[config.mk]
export PLATFORM = sky130hd
export DESIGN_NAME = tdm_demux
export DESIGN_NICKNAME = d
export VERILOG_FILES = /design/src/rtl/tdm_demux.sv
export SDC_FILE = /design/constraint.sdc
export NUM_CORES = 1
export LEC_CHECK = 0
export BUFFER_PORTS_ARGS = -buffer_cell sky130_fd_sc_hd__buf_2
export CORE_MARGIN = 5
export CORE_UTILIZATION = 40
export CTS_CLUSTER_DIAMETER = 40
export CTS_CLUSTER_SIZE = 10
export DETAILED_ROUTE_END_ITERATION = 10
export PLACE_DENSITY = 0.65
export SETUP_SLACK_MARGIN = 0.05
export SKIP_LAST_GASP = 1
export SYNTH_ARGS = -nofsm -noshare
export SYNTH_HDL_FRONTEND = slang
export SYNTH_SLANG_ARGS = --single-unit
export TNS_END_PERCENT = 5
[constraint.sdc]
create_clock -name clk -period 2.58 [get_ports clk]
set_clock_uncertainty 0.2 [all_clocks]
set_input_delay 0.258 -clock clk [delete_from_list [all_inputs] [get_ports clk]]
set_output_delay 0.258 -clock clk [all_outputs]
set_load 0.03 [all_outputs]
[src/rtl/tdm_demux.sv]
// tdm_demux: receive end of a serial TDM link; splits a 1-bit stream into NCH words of W bits.
// Latency: a channel word and its ch_valid pulse appear 1 clk after the slot's last bit is sampled.
// Backpressure: none; en=0 stalls every counter and register, pulse outputs drop to 0.
//
// Ports: clk/rst_n (async active-low), en (bit enable), din (serial data, MSB first),
//        fs (frame sync on bit 0 of slot 0), ch_data (slot k at [k*W +: W]), ch_valid (per-slot pulse),
//        frame_done (with ch_valid[NCH-1]), sync_err (sync violation pulse),
//        par_err (per-slot parity error pulse), locked (high while running).
// Optional: define TDM_DEMUX_PARITY_EN to expect one even-parity bit after each slot's data bits;
//           left undefined, slots are W bits long and par_err is tied to 0.
module tdm_demux #(
   parameter int NCH = 4,
   parameter int W   = 8
) (
   input  logic             clk,
   input  logic             rst_n,
   input  logic             en,
   input  logic             din,
   input  logic             fs,
   output logic [NCH*W-1:0] ch_data,
   output logic [NCH-1:0]   ch_valid,
   output logic             frame_done,
   output logic             sync_err,
   output logic [NCH-1:0]   par_err,
   output logic             locked
);

   localparam int CW = $clog2(NCH);
   localparam int BW = $clog2(W + 1);
`ifdef TDM_DEMUX_PARITY_EN
   localparam int L = W + 1;
`else
   localparam int L = W;
`endif

   typedef enum logic {HUNT, RUN} state_e;

   state_e           state_q, state_d;
   logic [BW-1:0]    bit_cnt_q, bit_cnt_d;
   logic [CW-1:0]    slot_cnt_q, slot_cnt_d;
   logic [W-1:0]     sh_q, sh_d;
   logic [NCH*W-1:0] ch_data_q, ch_data_d;
   logic [NCH-1:0]   ch_valid_q, ch_valid_d;
   logic             frame_done_q, frame_done_d;
   logic             sync_err_q, sync_err_d;
   logic             locked_q, locked_d;
`ifdef TDM_DEMUX_PARITY_EN
   logic             par_q, par_d;
   logic [NCH-1:0]   par_err_q, par_err_d;
`endif

   logic frame_start;
   logic bit_last;
   logic slot_last;

   // Counters at zero while running means the next bit must be bit 0 of slot 0.
   assign frame_start = (bit_cnt_q == '0) && (slot_cnt_q == '0);
   assign bit_last    = (bit_cnt_q == BW'(L - 1));
   assign slot_last   = (slot_cnt_q == CW'(NCH - 1));

   always_comb begin
      state_d      = state_q;
      bit_cnt_d    = bit_cnt_q;
      slot_cnt_d   = slot_cnt_q;
      sh_d         = sh_q;
      ch_data_d    = ch_data_q;
      ch_valid_d   = '0;
      frame_done_d = 1'b0;
      sync_err_d   = 1'b0;
      locked_d     = locked_q;
`ifdef TDM_DEMUX_PARITY_EN
      par_d        = par_q;
      par_err_d    = '0;
`endif
      if (en) begin
         if (fs) begin
            // fs always (re)starts a frame on this bit; it is only an error
            // when it lands anywhere but the expected frame start.
            sync_err_d = (state_q == RUN) && !frame_start;
            state_d    = RUN;
            locked_d   = 1'b1;
            bit_cnt_d  = BW'(1);
            slot_cnt_d = '0;
            sh_d       = {{(W - 1){1'b0}}, din};
`ifdef TDM_DEMUX_PARITY_EN
            par_d      = din;
`endif
         end else if (state_q == RUN) begin
            if (frame_start) begin
               // Missing frame sync: drop this bit and fall back to hunting.
               sync_err_d = 1'b1;
               state_d    = HUNT;
               locked_d   = 1'b0;
            end else begin
               bit_cnt_d = bit_cnt_q + 1'b1;
`ifdef TDM_DEMUX_PARITY_EN
               par_d = par_q ^ din;
               // The parity bit is not part of the word.
               if (bit_cnt_q < BW'(W)) begin
                  sh_d = {sh_q[W-2:0], din};
               end
`else
               sh_d = {sh_q[W-2:0], din};
`endif
               if (bit_last) begin
                  bit_cnt_d                    = '0;
                  ch_data_d[slot_cnt_q*W +: W] = sh_d;
                  ch_valid_d[slot_cnt_q]       = 1'b1;
`ifdef TDM_DEMUX_PARITY_EN
                  par_err_d[slot_cnt_q]        = par_q ^ din;
                  par_d                        = 1'b0;
`endif
                  if (slot_last) begin
                     slot_cnt_d   = '0;
                     frame_done_d = 1'b1;
                  end else begin
                     slot_cnt_d = slot_cnt_q + 1'b1;
                  end
               end
            end
         end
      end
   end

   always_ff @(posedge clk or negedge rst_n) begin
      if (!rst_n) begin
         state_q      <= HUNT;
         bit_cnt_q    <= '0;
         slot_cnt_q   <= '0;
         sh_q         <= '0;
         ch_data_q    <= '0;
         ch_valid_q   <= '0;
         frame_done_q <= 1'b0;
         sync_err_q   <= 1'b0;
         locked_q     <= 1'b0;
`ifdef TDM_DEMUX_PARITY_EN
         par_q        <= 1'b0;
         par_err_q    <= '0;
`endif
      end else begin
         state_q      <= state_d;
         bit_cnt_q    <= bit_cnt_d;
         slot_cnt_q   <= slot_cnt_d;
         sh_q         <= sh_d;
         ch_data_q    <= ch_data_d;
         ch_valid_q   <= ch_valid_d;
         frame_done_q <= frame_done_d;
         sync_err_q   <= sync_err_d;
         locked_q     <= locked_d;
`ifdef TDM_DEMUX_PARITY_EN
         par_q        <= par_d;
         par_err_q    <= par_err_d;
`endif
      end
   end

   assign ch_data    = ch_data_q;
   assign ch_valid   = ch_valid_q;
   assign frame_done = frame_done_q;
   assign sync_err   = sync_err_q;
   assign locked     = locked_q;
`ifdef TDM_DEMUX_PARITY_EN
   assign par_err    = par_err_q;
`else
   assign par_err    = '0;
`endif

endmodule

==> run metrics <==
status=finished, final reports clean; CP Cell Sequence=inv_1, ha_1, nand4bb_1, buf_4, nand4_2, mux2i_1; EDFF count, synth=0; DR iter-0 viols=about 120; Comb power frac=0.303; CP Launch Type=register; drt via density=approximately 5; fin nets=between 300 and 400; crit share post-route=0.863; FF-to-FF setup slack=350 ps; Pleak=around 1.7 nW; Layout Cells excl Fill=approximately 370; CTS sink cnt=between 50 and 60; CP max stage delay=470 ps; Synth cell types=40; initial core utilization=0.405; Clock Path Buffers=2; Core Rows=29; IO Port Bufs=43; Final GP Congestion=0.911; TritonCTS clock tree=done; PwrDens=roughly 760 mW/mm^2; first-pass GRT wire length=around 9 mm; DRT Pass-1 Iters=4; count of final setup violators=0; Buf+Inv Stages, Crit Path=2; Setup Crit Path Kind=reg -> reg; total power=between 2 and 2.5 mW; CP Capture Point=ch_data[15]; synthesized cell area=between 0.002 and 0.003 sq mm; Overflow after GRT=0; worst min path class=in -> reg; Setup WS pre-CTS=338 ps; clock latency on the worst-skew pair=approximately 290 ps; r2r endpoint=ch_data[15]; Critical Path AT=~2200 ps; placed cells=365; largest net degree at the start of global routing=39; hold path depth=2; CP startpoint=slot_cnt_q[0]; max-slew violations=0; ys async rst share=1.00; Die ar.=roughly 0.008 sq mm; Hold Vio Cnt, Final=0; Core ar.=around 0.0062 sq mm; Clk pwr share=0.193; Top FF cell, synth=dfrtp_1; vias in the first global route=1782; Layout area overhead=14.9%; Worst-path clk slew=around 90 ps; Min Clock Period, post-route=2230 ps; die height=approximately 90 microns; Yosys Warn Count=0; aggregate global-route resource usage=0.144; DR WL/cell=about 14 microns; max cap viols=0; CP Capture Type=register; DP HPWL=between 3 and 4 mm; n_diodes=0; RSZ-0062 raised after global routing=no; H-tree Lvls=2; CP max FO=9; antenna violations before repair=0; Fmax=roughly 450 MHz; worst r2r path cells=6; Net Sw Power=0.856 mW; CP max-delay cell=dfrtp_1; Net Sw Frac=0.386; Synth Instances=~250; Synth Register Bits=52; Residual DRC=0; Pint=between 1 and 1.5 mW; worst r2r src=slot_cnt_q[0]; layout cells sized above 1=0.209; root buf cell=clkbuf_8; setup TNS=0 ps; WP depth=6; antenna-violating nets left=0; WL final=5.32 mm; CP delay by family, top=simple AND/OR/NAND/NOR gates; Ports=between 40 and 50; Num CTS Buffers=5; post-synthesis sequential area ratio=0.515; Die X=89.5 microns; worst path required time=roughly 2600 ps; PostCTS Resize Cnt=0; Synth Area per Inst=slightly above 10 sq um; Hold Slack=~57 ps; Final WS setup=around 350 ps; vias=approximately 1800; maximum VDD drop=roughly 390 uV; part of the power in registers=0.504
-- cells in the mapped netlist (3+ instances only) --
cell / number / area share
or4_1: 3 / 0.0089
nor2_1: 3 / 0.0045
o21ai_0: 9 / 0.018
dfrtp_1: 52 / 0.51
mux2i_1: 31 / 0.12
nand3_1: 10 / 0.020
buf_2: 4 / 0.0079
buf_4: 6 / 0.018
nor2b_1: 5 / 0.012
nand4_1: 3 / 0.0074
nand2_1: 42 / 0.062
ha_1: 6 / 0.030
inv_1: 42 / 0.062
-- cells in the final DEF, fill, tap and decap left out, types with 2 or more instances in the layout --
master	n
nand4_2	2
or4_1	3
nand3_1	10
o211ai_1	2
nor2_1	3
nor3b_1	2
nor4b_1	2
nand4_1	3
buf_4	7
o21ai_0	9
ha_1	6
inv_1	42
nand2_1	42
clkbuf_8	5
dfrtp_1	52
mux2i_1	31
mux2_2	2
conb_1	4
buf_2	43
nor2b_1	5
-- timing repair --
item,CTS,global route
buffers inserted,0,0
hold buffers,1,0
endpoints found under the hold margin,14,0
endpoints found under the setup margin,0,0
-- flip-flops by register name (all words and copies together), names as in the netlist --
name / count
sync_err: 1
slot_cnt_q: 2
locked: 1
bit_cnt_q: 4
sh_q: 7
ch_data: 32
ch_valid: 4
state_q: 1
-- stage by stage --
step	util	cell area (sq um)
6_report	0.465	2900
5_1_grt	0.465	2900
4_1_cts	0.465	2900
3_5_place_dp	0.451	2820
3_3_place_gp	0.451	2820
2_1_floorplan	-	2540
-- area by class of cell --
type	count	area, sq um
Fill cell	608	3340
Sequential cell	52	1300
Multi-Input combinational cell	144	992
Timing Repair Buffer	51	278
Inverter	42	158
Tap cell	77	96.3
Clock buffer	6	72.6
Clock inverter	1	5.00
-- power groups by stage --
stage	combinational [mW]	sequential [mW]	clock [mW]
2_1_floorplan	0.412	1.18	0
3_3_place_gp	0.670	1.13	0
3_5_place_dp	0.671	1.14	0
4_1_cts	0.678	1.12	0.452
5_1_grt	0.759	1.14	0.485
6_report	0.673	1.12	0.428
-- layer usage --
layer | share of wire | vias to the layer above | track usage
met2 | 0.45 | 49 | 0.223
li1 | - | 896 | -
met4 | 0.011 | 0 | 0.0365
met1 | 0.47 | 859 | 0.206
met3 | 0.061 | 7 | 0.0304
met5 | 0 | - | 0
-- worst reg2reg max path, cell delays in order, from the launching register on --
cell	delay, ps
dfrtp_1	470
inv_1	130
ha_1	300
nand4bb_1	240
buf_4	200
nand4_2	320
mux2i_1	280
-- worst min path at each step --
stage | to | startpoint
finish | slot_cnt_q[0] | en
global route | ch_data[16] | din
CTS | slot_cnt_q[0] | en
detailed placement | ch_data[3] | rst_n
global placement | ch_data[3] | rst_n
floorplan | bit_cnt_q[0] | rst_n
-- logic make-up after synthesis --
family | synth area share
and+or+nand+nor | 0.171
buffers and inverters | 0.0970
DFF | 0.515
muxes | 0.132
AOI/OAI and AO/OA | 0.0505
adders and majority gates | 0.0297
other | 0.00148
xor gates and xnor gates | 0.00347
Note: power is estimated with default switching activity, not from simulation.
